==> src/rtl/uart_tx_core.sv <==
// ---------------------------------------------------------------------------
// uart_tx_core -- 8N1 UART transmitter with an optional parity bit.
//
// Frames a byte as START(0), eight data bits LSB first, an optional parity
// bit and STOP(1). Each bit is held for BAUD_DIV+1 clock cycles.
//
// Parameters
//   BAUD_DIV    clock cycles per bit minus one (14 bits, 0 is legal)
//   PARITY_ODD  parity sense when parity is compiled in: 0 even, 1 odd
//
// Compile-time option
//   UART_TX_PARITY_EN  when defined, a parity bit is sent between the last
//                      data bit and the stop bit (11-bit frame); when
//                      undefined the frame is 10 bits and PARITY_ODD has no
//                      effect.
//
// Ports
//   clk_i           system clock, rising edge
//   rst_n_i         asynchronous active-low reset
//   tx_data_i       byte to send, sampled only on the accept cycle
//   tx_valid_i      requester offers tx_data_i
//   tx_ready_o      core is idle and accepts a byte this cycle
//   uart_tx_o       registered serial line, idle high
//   uart_tx_busy_o  high from START through STOP
//   uart_tx_done_o  one-cycle pulse on the last cycle of the stop bit
// ---------------------------------------------------------------------------
module uart_tx_core #(
  parameter logic [13:0] BAUD_DIV   = 14'd10416,
  parameter logic        PARITY_ODD = 1'b0
) (
  input  logic       clk_i,
  input  logic       rst_n_i,
  input  logic [7:0] tx_data_i,
  input  logic       tx_valid_i,
  output logic       tx_ready_o,
  output logic       uart_tx_o,
  output logic       uart_tx_busy_o,
  output logic       uart_tx_done_o
);

  localparam logic [2:0] S_IDLE   = 3'd0;
  localparam logic [2:0] S_START  = 3'd1;
  localparam logic [2:0] S_DATA   = 3'd2;
  localparam logic [2:0] S_STOP   = 3'd3;
`ifdef UART_TX_PARITY_EN
  localparam logic [2:0] S_PARITY = 3'd4;
`endif

  logic [2:0]  state_q, state_d;
  logic [13:0] cnt_q, cnt_d;
  logic [2:0]  idx_q, idx_d;
  logic [7:0]  shift_q, shift_d;
  logic        tx_q, tx_d;
  logic        accept;
  logic        bit_end;

  assign accept  = tx_valid_i && (state_q == S_IDLE);
  // The counter is held at zero in IDLE, so this strobe is only meaningful
  // in the active states; every consumer below is qualified by state.
  assign bit_end = (cnt_q == BAUD_DIV);

`ifdef UART_TX_PARITY_EN
  // Parity is computed once from the byte as accepted; the shift register
  // is destroyed while the data bits go out, so it cannot be used later.
  logic par_q, par_d;

  always_comb begin
    par_d = par_q;
    if (accept) begin
      par_d = (^tx_data_i) ^ PARITY_ODD;
    end
  end

  always_ff @(posedge clk_i or negedge rst_n_i) begin
    if (!rst_n_i) begin
      par_q <= 1'b0;
    end else begin
      par_q <= par_d;
    end
  end
`else
  // Without a parity bit the sense parameter selects nothing.
  if (PARITY_ODD != 1'b0) begin : g_parity_sense_ignored
  end
`endif

  // Baud counter: restarts on accept and at every bit boundary.
  always_comb begin
    cnt_d = 14'd0;
    if (state_q != S_IDLE && !bit_end) begin
      cnt_d = cnt_q + 14'd1;
    end
  end

  // Next-state, shift register and bit index.
  always_comb begin
    state_d = state_q;
    shift_d = shift_q;
    idx_d   = idx_q;
    case (state_q)
      S_IDLE: begin
        if (tx_valid_i) begin
          state_d = S_START;
          shift_d = tx_data_i;
          idx_d   = 3'd0;
        end
      end
      S_START: begin
        if (bit_end) begin
          state_d = S_DATA;
          idx_d   = 3'd0;
        end
      end
      S_DATA: begin
        if (bit_end) begin
          shift_d = {1'b0, shift_q[7:1]};
          idx_d   = idx_q + 3'd1;
          if (idx_q == 3'd7) begin
`ifdef UART_TX_PARITY_EN
            state_d = S_PARITY;
`else
            state_d = S_STOP;
`endif
          end
        end
      end
`ifdef UART_TX_PARITY_EN
      S_PARITY: begin
        if (bit_end) begin
          state_d = S_STOP;
        end
      end
`endif
      S_STOP: begin
        if (bit_end) begin
          state_d = S_IDLE;
        end
      end
      default: begin
        state_d = S_IDLE;
        shift_d = 8'd0;
        idx_d   = 3'd0;
      end
    endcase
  end

  // The line level is decoded from the *next* state so the registered
  // output changes on the same edge as the state, e.g. it drops on the
  // edge that accepts a byte. An illegal state decodes to IDLE, so the
  // line is high again on the following cycle.
  always_comb begin
    tx_d = 1'b1;
    case (state_d)
      S_START:  tx_d = 1'b0;
      S_DATA:   tx_d = shift_d[0];
`ifdef UART_TX_PARITY_EN
      S_PARITY: tx_d = par_q;
`endif
      default:  tx_d = 1'b1;
    endcase
  end

  always_ff @(posedge clk_i or negedge rst_n_i) begin
    if (!rst_n_i) begin
      state_q <= S_IDLE;
      cnt_q   <= 14'd0;
      idx_q   <= 3'd0;
      shift_q <= 8'd0;
      tx_q    <= 1'b1;
    end else begin
      state_q <= state_d;
      cnt_q   <= cnt_d;
      idx_q   <= idx_d;
      shift_q <= shift_d;
      tx_q    <= tx_d;
    end
  end

  assign tx_ready_o     = (state_q == S_IDLE);
  assign uart_tx_busy_o = (state_q != S_IDLE);
  assign uart_tx_done_o = (state_q == S_STOP) && bit_end;
  assign uart_tx_o      = tx_q;

endmodule

==> config.mk <==
export PLATFORM = sky130hd
export DESIGN_NAME = uart_tx_core
export DESIGN_NICKNAME = d
export VERILOG_FILES = /design/src/rtl/uart_tx_core.sv
export SDC_FILE = /design/constraint.sdc
export NUM_CORES = 1
export LEC_CHECK = 0
export ABC_AREA = 1
export CORE_AREA = 4 4 103 66
export CTS_CLUSTER_DIAMETER = 40
export DETAILED_ROUTE_END_ITERATION = 6
export DIE_AREA = 0 0 107 70
export DONT_BUFFER_PORTS = 1
export PLACE_DENSITY_LB_ADDON = 0.08
export SYNTH_ARGS = -nofsm -noshare
export SYNTH_HDL_FRONTEND = slang
export SYNTH_SLANG_ARGS = --single-unit
==> constraint.sdc <==
create_clock -name clk_i -period 2.2 [get_ports clk_i]
set_input_delay 0.44 -clock clk_i [delete_from_list [all_inputs] [get_ports clk_i]]
set_output_delay 0.44 -clock clk_i [all_outputs]
set_load 0.005 [all_outputs]
==> flow_summary_export.csv <==
group,metric,value,unit
job,cap_viol_max_count,0,
synth,synth-main-ff-cell,"dfrtp_1",
sta,finClkSkew,6.882,ps
die,die_area,0.007490,mm²
cts,cts-root-buf,"clkbuf_8",
synth,synthCells,214,
die,core,0.005891,mm²
synth,synth-seq-cells,29,
global_routing,overflow,0,
cts,clk_latency,270,ps
synth,synth-edff-count,0,
global_routing,grt_pass1_vias,1247,
drt,drt-total-wl,3668,µm
sta,setup_violations,0,
worst_hold_path,min_to,"shift_q[7]",
setup_path,arrival,1580,ps
synth,yosys-top-cells-area,"dfrtp_1 44%, nand2_1 15%, inv_1 6.8%",
setup_path,r2r_slack,350,ps
cts,clk_pin_slew,70,ps
drt,viasPerCell,4.045,
finish,final_nets,238,
drt,ant_nets,0,
finish,drive_gt1_frac,0.1071,
setup_path,r2r.worst_path.cells,8,
setup_path,crit_type,"reg2out",
drt,drt-pass1-iter-count,4,
synth,synth.most_common_cell,"nand2_1",
drt,drc,0,
setup_path,end_kind,"output pin",
global_routing,grt_max_degree,30,
die,fp.dieH,70,µm
synth,syn_area_per_cell,7.455,µm²
sta,fin_tns_setup,0,ps
setup_path,reg2reg_to,"cnt_q[5]",
sta,tightest_slew,525.9,ps
synth,synth_fp_nets,229,
global_routing,grt.total_usage,0.1058,
synth,synthesis.area,0.001595,mm²
die,num_rows,22,
cts,clockBufferDepth,2,
outcome,status,"complete, no violations",
sta,rsz0062_at_grt,"false",
setup_path,crit_fanout,8,
drt,wl_per_cell,11.91,µm
synth,synth_common_cells,"64 x nand2_1, 29 x inv_1, 28 x dfrtp_1, 25 x nor2_1, 10 x nand3_1",
synth,synth_area_leader_cell,"dfrtp_1",
global_routing,antenna_found_initial,0,
pwr,ir_worst_vdd,0.1727,mV
setup_path,required,1760,ps
finish,diodes,0,
die,start_util,0.2708,
place,post-dp-hpwl,2746,µm
synth,async_reset_ff_frac,1.000,
setup_path,r2r_start,"cnt_q[0]",
sta,final_max_slew_viol_count,0,
cts,cts_setup_buffers,0,
drt,vias,1246,
worst_hold_path,hold_depth,2,
place,place_inst,298,
setup_path,worst_setup_path_start_kind,"flop",
finish,fin_cells,308,
synth,synth-seq-area-share,0.4557,
sta,relSlewSlack,0.6485,
pwr,p_leak,0.8748,nW
synth,synth-warning-count,0,
worst_hold_path,min_path_type,"in2reg",
global_routing,grt_pass1_wl,6161,µm
cts,cts_tree,"built",
synth,synth_cell_types,27,
sta,fmax,0.4961,GHz
drt,drt_iter0_markers,48,
worst_hold_path,min_from,"tx_data_i[7]",
die,die_x,107,µm
sta,hold_viol,0,
cts,clock_sinks,29,
pwr,p_per_area,650.0,mW/mm²
sta,min_period,2016,ps
sta,finalCritPeriodShare,0.9163,
place,io_buffers,0,
finish,synthToLayoutAreaGrowth,13.57,%
cts,htree_num_levels,2,
synth,synth_top_area_share,0.4392,
cts,numCtsBuffers,5,
place,gp_congestion,0.7199,
die,pin_count,15,
## cell usage in the layout, fill, tap and decap left out, drive strengths merged, types with 2 or more instances in the layout
cell,count
a21oi,6
buf,4
clkbuf,6
clkinv,2
dfrtp,28
ha,4
inv,31
nand2,69
nand3,10
nor2,28
nor3,8
nor3b,3
o21ai,13
or2,2
xnor2,2
## worst max path at each step
stage,end,from,slack [ps],cells past startpoint
detailed placement,cnt_q[5],cnt_q[0],320,8
global placement,uart_tx_done_o,cnt_q[0],340,6
CTS,uart_tx_done_o,cnt_q[0],20,6
global route,uart_tx_done_o,cnt_q[0],6,6
floorplan,uart_tx_done_o,cnt_q[0],490,7
finish,uart_tx_done_o,cnt_q[0],180,6
## layer usage
layer,vias up,GRT usage,routed length (µm)
li1,680,-,-
met1,548,0.1652,2162
met2,16,0.1318,1316
met3,2,0.04063,169
met4,0,0.02553,19
met5,-,0,0
## what timing repair did
action                                  CTS  global route
resized for setup                         0             1
hold endpoints to repair                 29             0
endpoints found under the setup margin    0             1
hold buffers                              2             0
## cell type report
type	count	area (µm²)
sequential	29	726.9
clock buffer	6	72.57
tap	84	105.1
inverter	31	116.4
clock inverter	2	10.01
multi-input combinational	151	728.2
fill	675	4079
timing repair buffer	5	52.55
## logic make-up (layout without fill, tap and decap cells)
kind of cell | count (synthesis) | after routing | synth area share
other | 1 | 1 | 0.002351
XOR/XNOR | 2 | 2 | 0.01098
AND/OR/NAND/NOR | 122 | 122 | 0.3333
flip-flops | 29 | 29 | 0.4557
buffers and inverters | 34 | 44 | 0.09176
adder cells (fa/ha/maj) | 4 | 4 | 0.03137
AO/OA/AOI/OAI | 22 | 22 | 0.07451
## state kept, by name, summed over array words and instances, names as in the netlist
signal     flops
uart_tx_o      1
state_q        3
cnt_q         14
idx_q          3
shift_q        8
## per-stage QoR
stage	hold slack, ps	cell area [µm²]	setup WS (ps)	util	total power [mW]
final	277.8	1812	184.1	0.3076	1.178
after CTS	268.1	1805	20.68	0.3065	1.204
after global routing	279.5	1812	5.655	0.3076	1.254
after floorplan	144.4	1595	492.5	-	0.7201
after detailed placement	145.5	1693	322.9	0.2874	0.7541
after global placement	145.4	1693	339.9	0.2874	0.7586
## where the power goes
group	internal, mW	switching, mW
Sequential	0.571	0.0289
Combinational	0.0569	0.101
Clock	0.219	0.200
## worst max-delay path, stage by stage (launching register included)
cell and delay [ps]:
dfrtp_1 410, inv_1 70, ha_1 160, nand3_1 120, nor2_4 160, nand2_2 150, nor4_2 250
Note: power is estimated with default switching activity, not from simulation.
